==> config.mk <==
export PLATFORM = sky130hd
export DESIGN_NAME = cmd_uart_wrapper_flat
export DESIGN_NICKNAME = d
export VERILOG_FILES = /design/src/rtl/cmd_uart_wrapper_if.sv /design/src/rtl/cmd_uart_wrapper.sv /design/src/flat_wrapper.sv
export SDC_FILE = /design/constraint.sdc
export NUM_CORES = 1
export LEC_CHECK = 0
export BUFFER_PORTS_ARGS = -buffer_cell sky130_fd_sc_hd__buf_2
export CORE_MARGIN = 4
export CORE_UTILIZATION = 25
export DETAILED_ROUTE_END_ITERATION = 7
export PLACE_DENSITY = 0.55
export SETUP_SLACK_MARGIN = 0.15
export SLEW_MARGIN = 20
export SYNTH_ARGS = -nofsm -noshare
export SYNTH_HDL_FRONTEND = slang
export SYNTH_SLANG_ARGS = --single-unit
==> constraint.sdc <==
create_clock -name clk -period 6.3 [get_ports clk]
set_clock_uncertainty 0.05 [all_clocks]
set_input_delay 0.315 -clock clk [delete_from_list [all_inputs] [get_ports clk]]
set_output_delay 0.315 -clock clk [all_outputs]
set_load 0.005 [all_outputs]
==> src/rtl/cmd_uart_wrapper_if.sv <==
// rtl/cmd_uart_wrapper_if.sv - handshake bundle between UART, wrapper and command processor
// Purpose: groups the UART receive/transmit handshakes and the command/response
//          handshakes of cmd_uart_wrapper into one bundle.
// Signals:  rx_rdy, rx_data, clr_rx_rdy  - UART receiver byte handshake
//           trmt, tx_data, tx_done        - UART transmitter handshake
//           cmd, cmd_rdy, clr_cmd_rdy     - assembled 16-bit command to processor
//           send_resp                     - response request from processor
// Modports: slave  - the wrapper side
//           master - the UART / command processor side
interface cmd_uart_wrapper_if;
  logic        rx_rdy;
  logic [7:0]  rx_data;
  logic        clr_rx_rdy;
  logic        trmt;
  logic [7:0]  tx_data;
  logic        tx_done;
  logic [15:0] cmd;
  logic        cmd_rdy;
  logic        clr_cmd_rdy;
  logic        send_resp;

  modport slave (
    input  rx_rdy, rx_data, tx_done, clr_cmd_rdy, send_resp,
    output clr_rx_rdy, trmt, tx_data, cmd, cmd_rdy
  );

  modport master (
    output rx_rdy, rx_data, tx_done, clr_cmd_rdy, send_resp,
    input  clr_rx_rdy, trmt, tx_data, cmd, cmd_rdy
  );
endinterface

==> src/rtl/cmd_uart_wrapper.sv <==
// rtl/cmd_uart_wrapper.sv - assembles 2-byte UART commands and sends response bytes
// Purpose: RX path collects a high byte then a low byte into a 16-bit command,
//          with an inter-byte timeout that discards a lone high byte. TX path
//          issues one RESP byte per send_resp, buffering one extra request.
// Ports:   clk   - system clock, rising edge
//          rst_n - asynchronous active-low reset
//          bus   - cmd_uart_wrapper_if.slave handshake bundle
// Params:  RESP    - response byte
//          TMO_CYC - inter-byte timeout in clk cycles (>= 2)
module cmd_uart_wrapper #(
  parameter logic [7:0] RESP    = 8'hA5,
  parameter int         TMO_CYC = 50000
) (
  input logic              clk,
  input logic              rst_n,
  cmd_uart_wrapper_if.slave bus
);

  localparam int            CW       = $clog2(TMO_CYC);
  localparam logic [CW-1:0] TMO_LAST = CW'(TMO_CYC - 1);

  typedef enum logic {WAIT_HI, WAIT_LO} rx_state_t;
  typedef enum logic {TX_IDLE, TX_BUSY} tx_state_t;

  rx_state_t   rx_state;
  tx_state_t   tx_state;
  logic [7:0]  hi;
  logic [CW-1:0] cnt;
  logic [15:0] cmd_q;
  logic        cmd_rdy_q;
  logic        pending;
  logic        tx_fire;

  // The receiver byte is consumed in whichever RX state it arrives, so the
  // clear pulse needs no state decode; rst_n gating keeps it low in reset.
  assign bus.clr_rx_rdy = rst_n & bus.rx_rdy;

  // A send_resp coincident with tx_done behaves like a pending request.
  always_comb begin
    tx_fire = 1'b0;
    if (tx_state == TX_IDLE)
      tx_fire = bus.send_resp;
    else
      tx_fire = bus.tx_done & (pending | bus.send_resp);
  end

  assign bus.trmt    = rst_n & tx_fire;
  assign bus.tx_data = RESP;
  assign bus.cmd     = cmd_q;
  assign bus.cmd_rdy = cmd_rdy_q;

  always_ff @(posedge clk or negedge rst_n) begin
    if (!rst_n) begin
      rx_state  <= WAIT_HI;
      hi        <= 8'h00;
      cnt       <= '0;
      cmd_q     <= 16'h0000;
      cmd_rdy_q <= 1'b0;
    end else begin
      // Consumer clear first so that a low-byte capture below overrides it.
      if (bus.clr_cmd_rdy) cmd_rdy_q <= 1'b0;
      case (rx_state)
        WAIT_HI: begin
          if (bus.rx_rdy) begin
            hi        <= bus.rx_data;
            cmd_rdy_q <= 1'b0;
            cnt       <= '0;
            rx_state  <= WAIT_LO;
          end
        end
        WAIT_LO: begin
          // A byte arriving on the last timeout cycle still wins.
          if (bus.rx_rdy) begin
            cmd_q     <= {hi, bus.rx_data};
            cmd_rdy_q <= 1'b1;
            rx_state  <= WAIT_HI;
          end else if (cnt == TMO_LAST) begin
            hi       <= 8'h00;
            cnt      <= '0;
            rx_state <= WAIT_HI;
          end else begin
            cnt <= cnt + CW'(1);
          end
        end
        default: rx_state <= WAIT_HI;
      endcase
    end
  end

  always_ff @(posedge clk or negedge rst_n) begin
    if (!rst_n) begin
      tx_state <= TX_IDLE;
      pending  <= 1'b0;
    end else begin
      case (tx_state)
        TX_IDLE: begin
          pending <= 1'b0;
          if (bus.send_resp) tx_state <= TX_BUSY;
        end
        TX_BUSY: begin
          if (bus.tx_done) begin
            // Pending (or a coincident request) restarts the transmitter;
            // any request beyond the one being served is dropped.
            pending <= 1'b0;
            if (!(pending | bus.send_resp)) tx_state <= TX_IDLE;
          end else if (bus.send_resp) begin
            pending <= 1'b1;
          end
        end
        default: tx_state <= TX_IDLE;
      endcase
    end
  end

endmodule

==> src/flat_wrapper.sv <==
// flat-port wrapper written by rule: the top's interface ports become plain ports
module cmd_uart_wrapper_flat 
#(
  parameter logic [7:0] RESP    = 8'hA5,
  parameter int         TMO_CYC = 50000
)
  (clk, rst_n, bus_rx_rdy, bus_rx_data, bus_tx_done, bus_clr_cmd_rdy, bus_send_resp, bus_clr_rx_rdy, bus_trmt, bus_tx_data, bus_cmd, bus_cmd_rdy);
  cmd_uart_wrapper_if bus_i ();
  input logic clk;
  input logic rst_n;
  input wire logic [$bits(bus_i.rx_rdy)-1:0] bus_rx_rdy;
  input wire logic [$bits(bus_i.rx_data)-1:0] bus_rx_data;
  input wire logic [$bits(bus_i.tx_done)-1:0] bus_tx_done;
  input wire logic [$bits(bus_i.clr_cmd_rdy)-1:0] bus_clr_cmd_rdy;
  input wire logic [$bits(bus_i.send_resp)-1:0] bus_send_resp;
  output wire logic [$bits(bus_i.clr_rx_rdy)-1:0] bus_clr_rx_rdy;
  output wire logic [$bits(bus_i.trmt)-1:0] bus_trmt;
  output wire logic [$bits(bus_i.tx_data)-1:0] bus_tx_data;
  output wire logic [$bits(bus_i.cmd)-1:0] bus_cmd;
  output wire logic [$bits(bus_i.cmd_rdy)-1:0] bus_cmd_rdy;
  assign bus_i.rx_rdy = bus_rx_rdy;
  assign bus_i.rx_data = bus_rx_data;
  assign bus_i.tx_done = bus_tx_done;
  assign bus_i.clr_cmd_rdy = bus_clr_cmd_rdy;
  assign bus_i.send_resp = bus_send_resp;
  assign bus_clr_rx_rdy = bus_i.clr_rx_rdy;
  assign bus_trmt = bus_i.trmt;
  assign bus_tx_data = bus_i.tx_data;
  assign bus_cmd = bus_i.cmd;
  assign bus_cmd_rdy = bus_i.cmd_rdy;
  cmd_uart_wrapper #(.RESP(RESP), .TMO_CYC(TMO_CYC)) u_core (.clk(clk), .rst_n(rst_n), .bus(bus_i));
endmodule
==> results of run 1 <==
-- routing by layer --
layer / track usage, % / vias to the layer above
li1: - / 680
met1: 9.90 / 659
met2: 12.5 / 34
met3: 2.76 / 5
met4: 3.78 / 0
met5: 0 / -
-- sequential cells by signal, summed over array words and instances (netlist names) --
register and cells:
u_core.bus.cmd 16, u_core.bus.cmd_rdy 1, u_core.cnt 16, u_core.hi 8, u_core.pending 1, u_core.rx_state 1
u_core.tx_state 1
-- power by group through the flow --
| stage | combinational (uW) | clock (uW) | sequential [uW] |
|---|---|---|---|
| after floorplan | 102 | 0 | 397 |
| after global placement | 167 | 0 | 402 |
| after detailed placement | 169 | 0 | 405 |
| after CTS | 170 | 255 | 398 |
| after global routing | 185 | 267 | 409 |
| final | 165 | 246 | 398 |
-- cells in the final DEF (no fill, tap or decap), types with 2 or more instances in the layout --
master,count
nand3_1,8
ha_1,3
o22ai_1,2
nor2_1,4
mux2_2,16
nand2_1,11
xnor2_1,9
a21oi_1,10
and4b_1,2
nor3_1,5
bufinv_16,2
conb_1,8
nand2b_1,6
buf_2,32
nand4_1,5
clkbuf_8,5
a22o_1,8
inv_1,5
nor4_1,4
o311ai_0,2
o21ai_0,3
dfrtp_1,44
nand4b_1,2
-- kinds of logic (layout without fill, tap and decap cells) --
family | count (synthesis) | count (layout) | share of synthesized area (%)
AOI/OAI and AO/OA | 28 | 28 | 9.73
xor gates and xnor gates | 9 | 9 | 3.86
adders and majority gates | 3 | 3 | 1.84
buffers and inverters | 19 | 45 | 5.20
DFF | 44 | 44 | 53.9
muxes | 17 | 17 | 9.30
other | 2 | 8 | 0.367
and+or+nand+nor | 53 | 53 | 15.9
-- layout make-up --
class,instances,area (um^2)
multi-input combinational,118,860
clock inverter,2,60.1
fill,817,5440
inverter,5,18.8
sequential,44,1100
clock buffer,5,68.8
tap,102,128
timing repair buffer,33,168
-- path summary, 6_finish.rpt --
path | cells past startpoint | end | from
min in group clk | 2 | u_core.bus.cmd_rdy | bus_clr_cmd_rdy
worst max register to register | 6 | u_core.cnt[15] | u_core.rx_state
max in group asynchronous | 2 | u_core.cnt[12] | rst_n
worst max-delay path | 6 | u_core.cnt[15] | u_core.rx_state
worst min-delay path | 2 | u_core.bus.cmd[15] | rst_n
worst min register to register | 1 | u_core.hi[3] | u_core.hi[3]
-- through the flow --
step	setup slack (ns)	utilization, %
floorplan	4.29	-
global placement	3.74	29.0
detailed placement	3.59	29.0
CTS	3.58	30.6
global route	3.25	30.6
finish	3.54	30.6
==> metrics.yaml, run 1 <==
tns_ns: 0
met1Wirelength_um: 1740
clock_latency_ns: 0.29
die_h_um: 98.4
pwr-share-clk_pct: 30.4
cts_resized: 0
cts_htree_levels: 2
p_int_uw: 597
fmax_ghz: 0.363
dpl_cell_area_um2: 2270
drt_pre_antenna_iters: 4
power.total_uw: 809
dieArea_um2: 9690
yosys.area.top_type_share_pct: 53.9
ios: 41
core_area_um2: 7850
antenna_found_initial: 0
holdWs_ns: 0.0465
cp.required_ns: 6.39
top_layer_used: "met4"
seq_power_share_pct: 49.2
p_sw_uw: 212
grt_max_degree: 47
cts_num_sinks: 44
globalRouteTotalUtil_pct: 7.99
synth_ff_type: "dfrtp_1"
yosysMostFrequentCell: "dfrtp_1"
cts_made_buffers: 5
synth_largest_area_cell: "dfrtp_1"
cp_cell_sequence: "inv_1, ha_1, nand4_1, nor4_1, xnor2_1, a21oi_1"
crit_path_end_kind: "flip-flop"
cts_tree: "built"
wl_um: 3780
ys_seq_area_share_pct: 53.9
swShare_pct: 26.2
stdcell_count: 309
ant_nets: 0
hpwl_um: 2640
routedWlPerCell_um: 12.2
postCtsHoldBufs: 0
critical-path-top-delay-family: "simple AND/OR/NAND/NOR gates"
finalMaxSlewViolations: 0
r2r_setup_slack_ns: 3.54
power.density_nw_per_um2: 337
nNetsFinal: 224
ys_warn_count: 0
cpMaxStageDelayCell: "ha_1"
final-hold-violation-count: 0
synth_edf_count: 0
path_buf_inv: 1
status: "finished, final reports clean"
drtIter0Drc: 94
cts.reportedPaths.clkPinSlew_ns: 0.08
areaGrowthSynthToFinish_pct: 17.6
synth_cell_type_count: 33
diodes: 0
fin_crit_sh_pct: 43.8
synth_common_cells: "dfrtp_1, mux2_2, nand2_1"
drive_gt1_share_pct: 29.0
max_cap_violations: 0
post_cts_buffers: 0
rsz0062_at_grt: "false"
finalInstanceArea_um2: 2400
worst_pin_slew_ns: 0.938
critPathMaxFanout: 21
critPathLaunchType: "flip-flop"
die_w_um: 98.4
gp_congestion: 0.760
peakVddDrop_mv: 0.0848
route.met3.wl_um: 258
grt_pass1_wl_um: 6410
ys_ff_latch: 44
crit_arrival_ns: 2.85
async_flop_share_pct: 100
vias: 1378
finalSetupViolations: 0
cts_max_path_buffers: 2
netlist_area_um2: 2040
grt_pass1_vias: 1367
finalCriticalPeriod_ns: 2.76
pwr-share-comb_pct: 20.4
syn_inst: 175
wl_met2_um: 1720
drc: 0
slew-limit-headroom_pct: 37.0
grt.overflow.total: 0
power.leakage_uw: 0.00106
syn_avg_cell_area_um2: 11.7
crit_type: "reg -> reg"
critPathMaxStageDelay_ns: 0.72
cts-root-buf: "clkbuf_8"
synth_top_cells_by_area: "dfrtp_1, mux2_2, xnor2_1"
rows: 32
vias_per_cell: 4.46
dp_cells: 302
holdCritPathClass: "in -> async"
start_util_pct: 26.1
io_buffers: 32
(Power assumes the default switching activity.)
==> inputs of run 2 (changes only) <==
- ABC_AREA: unset -> 1
- PLACE_DENSITY: 0.55 -> 0.54
- clock period: 6.3 -> 2.7 ns (I/O delays scaled with it)
==> run 2 against run 1 <==
  * Setup slack worse by 3.1 ns
  * Sequential cell count unchanged
  * Sequential share of layout area is 1.6 points lower
  * Clock power increased by 63%
  * Worst hold slack worse by 0.032 ns
  * Routed wire length rose by 23%
  * Final cell count increased by 34%
  * Total power rose by 98%
  * Critical endpoint is now u_core.cnt[10]
  * Core utilization is 0.63 points lower
  * Fmax grew 23%
==> metrics.yaml, run 2 <==
slew-limit-headroom_pct: 53.0  # was 37.0%
use_met3_pct: 2.28  # was 2.76%
ant_nets: 0  # unchanged
peakVddDrop_mv: 0.190  # was 0.0848 mV
finalCriticalPeriod_ns: 2.24  # was 2.76 ns
fmax_ghz: 0.446  # was 0.363 GHz
finalSetupViolations: 0  # unchanged
syn_inst: 276  # was 175
rows: 33  # was 32
gp_congestion: 0.811  # was 0.760
cts_num_sinks: 44  # unchanged
synth_top_cells_by_area: "dfrtp_1, nand2_1, nor2_1"  # was dfrtp_1, mux2_2, xnor2_1
antenna_found_initial: 0  # unchanged
io_buffers: 32  # unchanged
grt_pass1_vias: 1613  # was 1367
drc: 0  # unchanged
holdCritPathClass: "in -> reg"  # was in -> async
finalMaxSlewViolations: 0  # unchanged
fin_crit_sh_pct: 83.0  # was 43.8%
hold_start: "bus_rx_data[5]"
use_met2_pct: 14.1  # was 12.5%
worstReg2RegStart: "u_core.rx_state"  # unchanged
async_flop_share_pct: 100  # unchanged
start_util_pct: 26.1  # about the same
grt_pass1_wl_um: 7760  # was 6410 um
wl_um: 4640  # was 3780 um
cp-startpoint: "u_core.rx_state"  # unchanged
die_w_um: 101  # was 98.4 um
final_common_cell: "nand2_1"  # was dfrtp_1
cp.required_ns: 2.83  # was 6.39 ns
worst_slack_ns: 0.460  # was 3.54 ns
num-fill-cells: 918  # was 817
critPathMaxFanout: 9  # was 21
ys_seq_area_share_pct: 50.9  # was 53.9%
synth_ff_type: "dfrtp_1"  # unchanged
cts_htree_levels: 2  # unchanged
cts.reportedPaths.clkPinSlew_ns: 0.08  # about the same
ys_warn_count: 0  # unchanged
grt_max_degree: 27  # was 47
power.leakage_uw: 0.00128  # was 0.00106 uW
nNetsFinal: 327  # was 224
netlist_area_um2: 2160  # was 2040 um^2
tns_ns: 0  # unchanged
synth_edf_count: 0  # unchanged
critPathLaunchType: "flip-flop"  # unchanged
areaGrowthSynthToFinish_pct: 15.2  # was 17.6%
syn_avg_cell_area_um2: 7.83  # was 11.7 um^2
post_cts_buffers: 0  # unchanged
hpwl_um: 3380  # was 2640 um
final-hold-violation-count: 0  # unchanged
max_cap_violations: 0  # unchanged
power.density_nw_per_um2: 643  # was 337 nW/um^2
dieArea_um2: 10200  # was 9690 um^2
top_usage_layer: "met2"  # unchanged
drt_pre_antenna_iters: 4  # unchanged
ys_ff_latch: 44  # unchanged
cts_max_path_buffers: 2  # unchanged
finalInstanceArea_um2: 2490  # was 2400 um^2
synth_cell_type_count: 25  # was 33
die_h_um: 101  # was 98.4 um
globalRouteTotalUtil_pct: 9.59  # was 7.99%
crit_type: "reg -> reg"  # unchanged
post-place-ws_ns: 0.478  # was 3.59 ns
yosys.area.top_type_share_pct: 50.9  # was 53.9%
vias_per_cell: 4.14  # was 4.46
crit_path_end_kind: "flip-flop"  # unchanged
diodes: 0  # unchanged
use_met1_pct: 13.5  # was 9.90%
final_cell_mix: "nand2_1, dfrtp_1, nor2_1"  # was dfrtp_1, buf_2, mux2_2
drtIter0Drc: 73  # was 94
status: "finished, final reports clean"  # unchanged
core_area_um2: 8300  # was 7850 um^2
final_util_pct: 30.0  # was 30.6%
cts-root-buf: "clkbuf_8"  # unchanged
ios: 41  # unchanged
cts_made_buffers: 5  # unchanged
dpl_cell_area_um2: 2400  # was 2270 um^2
rsz0062_at_grt: "false"  # unchanged
synth_largest_area_cell: "dfrtp_1"  # unchanged
routedWlPerCell_um: 11.2  # was 12.2 um
cts_tree: "built"  # unchanged
clock_latency_ns: 0.29  # about the same
yosysMostFrequentCell: "nand2_1"  # was dfrtp_1
crit_arrival_ns: 2.37  # was 2.85 ns
worst_pin_slew_ns: 0.704  # was 0.938 ns
grt.overflow.total: 0  # unchanged
synth_common_cells: "nand2_1, dfrtp_1, nor2_1"  # was dfrtp_1, mux2_2, nand2_1
drive_gt1_share_pct: 16.5  # was 29.0%
vias: 1718  # was 1378
==> run 2: changes by cell type after synthesis, moves of 3 or more <==
cell,delta
nor4_1,-4
nand2b_1,-6
inv_1,+13
xnor2_1,-5
nor2_1,+38
nand2_2,+3
inv_2,+3
xor2_1,+3
mux2_2,-16
a21oi_1,-8
nand4_1,+5
nand2_1,+92
a22o_1,-8
==> run 2: cells by family after synthesis <==
logic type	count (synthesis)	synth area share [%]
buffers and inverters	36	8.10
xor gates and xnor gates	7	2.84
DFF	44	50.9
AOI/OAI and AO/OA	7	1.74
other	2	0.347
and+or+nand+nor	177	34.3
adders and majority gates	3	1.74
==> run 2: layout make-up <==
| class | instances | area, um^2 | share of cell area, % |
|---|---|---|---|
| multi-input combinational | 202 | 908 | 36.5 |
| tap | 105 | 131 | 5.28 |
| clock buffer | 5 | 68.8 | 2.76 |
| timing repair buffer | 35 | 185 | 7.44 |
| sequential | 44 | 1100 | 44.2 |
| clock inverter | 2 | 12.5 | 0.503 |
| inverter | 22 | 82.6 | 3.32 |
==> run 2: timing repair <==
item,in CTS,in global routing
hold endpoints to repair,18,0
hold buffers,1,0
endpoints found under the setup margin,0,0
gates resized for setup,0,0
==> run 2: final timing paths <==
kind,cells past startpoint,to,slack (ns)
worst max-delay path,8,u_core.cnt[10],0.46
worst min-delay path,3,u_core.bus.cmd[5],0.01
worst max register to register,8,u_core.cnt[10],0.46
worst min register to register,2,u_core.bus.cmd[10],0.42
max in group asynchronous,3,u_core.hi[0],1.58
min in group asynchronous,2,u_core.cnt[9],0.29
==> run 2: per-stage QoR <==
stage               total power, uW  hold slack (ns)  std cells
finish                         1600           0.0145        415
global route                   1720           0.0180        415
CTS                            1630          0.00697        415
detailed placement             1220           0.0892        407
global placement               1220           0.0833        407
floorplan                      1070           -0.211        282
==> run 2: worst max-delay path: stages (launching register included) <==
cell	delay (ns)
dfrtp_1	0.48
clkinv_1	0.29
ha_1	0.59
nand2_2	0.12
nor2_2	0.12
nand3_1	0.16
nand3b_1	0.20
nand2_1	0.07
nor2_1	0.04
==> run 2: power breakdown <==
part	leakage (uW)	internal, uW	switching, uW	total [uW]
clock	0.0000400	175	224	400
combinational	0.000669	135	205	341
sequential	0.000568	785	75.9	861
total	0.00128	1100	505	1600
==> run 2: metal layers <==
| layer | vias up | share of wire, % |
|---|---|---|
| met5 | - | 0 |
| met4 | 0 | 1.8 |
| met3 | 5 | 5.0 |
| met2 | 36 | 42 |
| met1 | 778 | 51 |
| li1 | 899 | - |
==> inputs of run 3 (changes only) <==
- clock period: 2.7 -> 2.1 ns (I/O delays scaled with it)
==> run 3 against run 2 <==
  * Setup slack worse by 0.13 ns
  * Clock power is 70% higher
  * Global-route usage is 0.39 points higher
  * Core utilization is 2.2 points higher
  * Highest routed layer unchanged
  * Final cell count is 3.9% higher
  * Routed wire length is 0.32% higher
==> metrics.yaml, run 3 (synthesized netlist as in run 2, its figures left out) <==
antenna_found_initial: 0  # unchanged
critPathLaunchType: "input port"  # was flip-flop
pwr-share-comb_pct: 21.1  # was 21.3%
final_common_cell: "nand2_1"  # unchanged
routedWlPerCell_um: 10.8  # was 11.2 um
die_w_um: 101  # unchanged
grt_pass1_wl_um: 8170  # was 7760 um
holdCritPathClass: "in -> reg"  # unchanged
critPathMaxStageDelay_ns: 0.51  # was 0.59 ns
rsz0062_at_grt: "false"  # unchanged
drt_pre_antenna_iters: 4  # unchanged
finalInstanceArea_um2: 2670  # was 2490 um^2
final_util_pct: 32.2  # was 30.0%
critical-path-top-delay-family: "buffers and inverters"  # was simple AND/OR/NAND/NOR gates
cts-root-buf: "clkbuf_8"  # unchanged
max_cap_violations: 0  # unchanged
cp_cell_sequence: "dlygate4sd3_1, buf_2, inv_1, ha_2, nand2_2, nor2_2, nand3_1, nand3b_1, nand2_1, nor2_1"  # was clkinv_1, ha_1, nand2_2, nor2_2, nand3_1, nand3b_1, nand2_1, nor2_1
path_buf_inv: 3  # was 1
fmax_ghz: 0.566
cp-startpoint: "bus_rx_rdy"  # was u_core.rx_state
cts_max_path_buffers: 2  # unchanged
rows: 33  # unchanged
die_h_um: 101  # unchanged
status: "finished, final reports clean"  # unchanged
ios: 41  # unchanged
finalCriticalPeriod_ns: 1.77
cpMaxStageDelayCell: "dlygate4sd3_1"  # was ha_1
globalRouteTotalUtil_pct: 9.97  # was 9.59%
pwr-share-clk_pct: 30.1  # was 25.0%
cts_made_buffers: 5  # unchanged
power.leakage_uw: 0.00136  # was 0.00128 uW
nNetsFinal: 342  # was 327
final-hold-violation-count: 0  # unchanged
gp_congestion: 0.886  # was 0.811
critPathMaxFanout: 5  # was 9
tns_ns: 0  # unchanged
finalMaxSlewViolations: 0  # unchanged
hpwl_um: 3520  # was 3380 um
grt_max_degree: 25  # was 27
diodes: 0  # unchanged
r2r_setup_slack_ns: 0.42  # was 0.46 ns
dieArea_um2: 10200  # unchanged
peakVddDrop_mv: 0.325  # was 0.190 mV
wl_um: 4650  # was 4640 um
vias_per_cell: 4.16  # was 4.14
swShare_pct: 29.1  # was 31.6%
cp.required_ns: 2.24  # was 2.83 ns
crit_arrival_ns: 1.91  # was 2.37 ns
crit_path_end_kind: "flip-flop"  # unchanged
areaGrowthSynthToFinish_pct: 23.5  # was 15.2%
grt.overflow.total: 0  # unchanged
drc: 0  # unchanged
post_cts_buffers: 0  # unchanged
holdWs_ns: 0.0210  # was 0.0145 ns
crit_type: "in -> reg"  # was reg -> reg
finalSetupViolations: 0  # unchanged
grt_pass1_vias: 1738  # was 1613
reg2reg_depth: 8  # unchanged
fin_crit_sh_pct: 84.1
worstReg2RegStart: "u_core.rx_state"  # unchanged
io_buffers: 32  # unchanged
worst-path-stages: 10  # was 8
final_cell_mix: "nand2_1, dfrtp_1, nor2_1"  # unchanged
r2r_end: "u_core.cnt[10]"  # unchanged
core_area_um2: 8300  # unchanged
drtIter0Drc: 96  # was 73
p_int_uw: 1600  # was 1100 uW
power.density_nw_per_um2: 847  # was 643 nW/um^2
seq_power_share_pct: 48.8  # was 53.8%
p_sw_uw: 658  # was 505 uW
cts_tree: "built"  # unchanged
power.total_uw: 2260  # was 1600 uW
clock_latency_ns: 0.30  # was 0.29 ns
start_util_pct: 26.1  # unchanged
cts.reportedPaths.clkPinSlew_ns: 0.08  # about the same
endpoint: "u_core.cnt[10]"  # unchanged
dpl_cell_area_um2: 2440  # was 2400 um^2
cts_num_sinks: 44  # unchanged
ant_nets: 0  # unchanged
drive_gt1_share_pct: 17.8  # was 16.5%
vias: 1792  # was 1718
cts_htree_levels: 2  # unchanged
num-fill-cells: 899  # was 918
==> run 3: metrics by stage <==
step | setup slack [ns] | std cells
after floorplan | 0.230 | 282
after global placement | 0.476 | 412
after detailed placement | 0.397 | 412
after CTS | 0.297 | 431
after global routing | 0.187 | 431
final | 0.334 | 431
==> run 3: worst min-delay path by stage <==
| stage | cells past startpoint | slack [ns] | startpoint | endpoint |
|---|---|---|---|---|
| floorplan | 0 | -0.24 | rst_n | u_core.bus.cmd[0] |
| global placement | 2 | 0.14 | rst_n | u_core.cnt[5] |
| detailed placement | 2 | 0.14 | rst_n | u_core.cnt[4] |
| CTS | 3 | 0.01 | bus_rx_data[0] | u_core.bus.cmd[0] |
| global route | 3 | 0.01 | bus_rx_data[0] | u_core.bus.cmd[0] |
| finish | 4 | 0.02 | bus_tx_done | u_core.pending |
==> run 3: metal layers <==
| layer | up-vias | part of all wire, % | wire (um) | track usage [%] |
|---|---|---|---|---|
| met5 | - | 0 | 0 | 0 |
| met3 | 7 | 4.4 | 206 | 2.42 |
| met4 | 0 | 1.7 | 78 | 3.68 |
| li1 | 939 | - | - | - |
| met1 | 814 | 50 | 2310 | 13.5 |
| met2 | 32 | 44 | 2060 | 15.4 |
==> run 3: final cells by class <==
type | count | area [um^2] | area share (%)
tap | 105 | 131 | 4.92
inverter | 22 | 82.6 | 3.09
sequential | 44 | 1100 | 41.2
timing repair buffer | 50 | 323 | 12.1
clock buffer | 6 | 82.6 | 3.09
multi-input combinational | 202 | 911 | 34.1
clock inverter | 2 | 38.8 | 1.45
==> run 3: power by group through the flow <==
stage / Clock, uW / Combinational [uW] / Sequential (uW)
2_1_floorplan: 0 / 258 / 1120
3_3_place_gp: 0 / 471 / 1120
3_5_place_dp: 0 / 475 / 1120
4_1_cts: 708 / 492 / 1110
5_1_grt: 751 / 562 / 1130
6_report: 681 / 478 / 1100
==> run 3: worst reg2reg max path: stages (launching register included) <==
cell and delay, ns:
dfrtp_1 0.36, clkinv_1 0.08, ha_2 0.39, nand2_2 0.09
nor2_2 0.12, nand3_1 0.18, nand3b_1 0.20, nand2_1 0.07
nor2_1 0.04
==> run 3: repair_timing <==
item | in CTS | in global routing
gates resized for setup | 0 | 1
setup endpoints to repair | 0 | 1
endpoints found under the hold margin | 54 | 0
hold buffers | 11 | 0
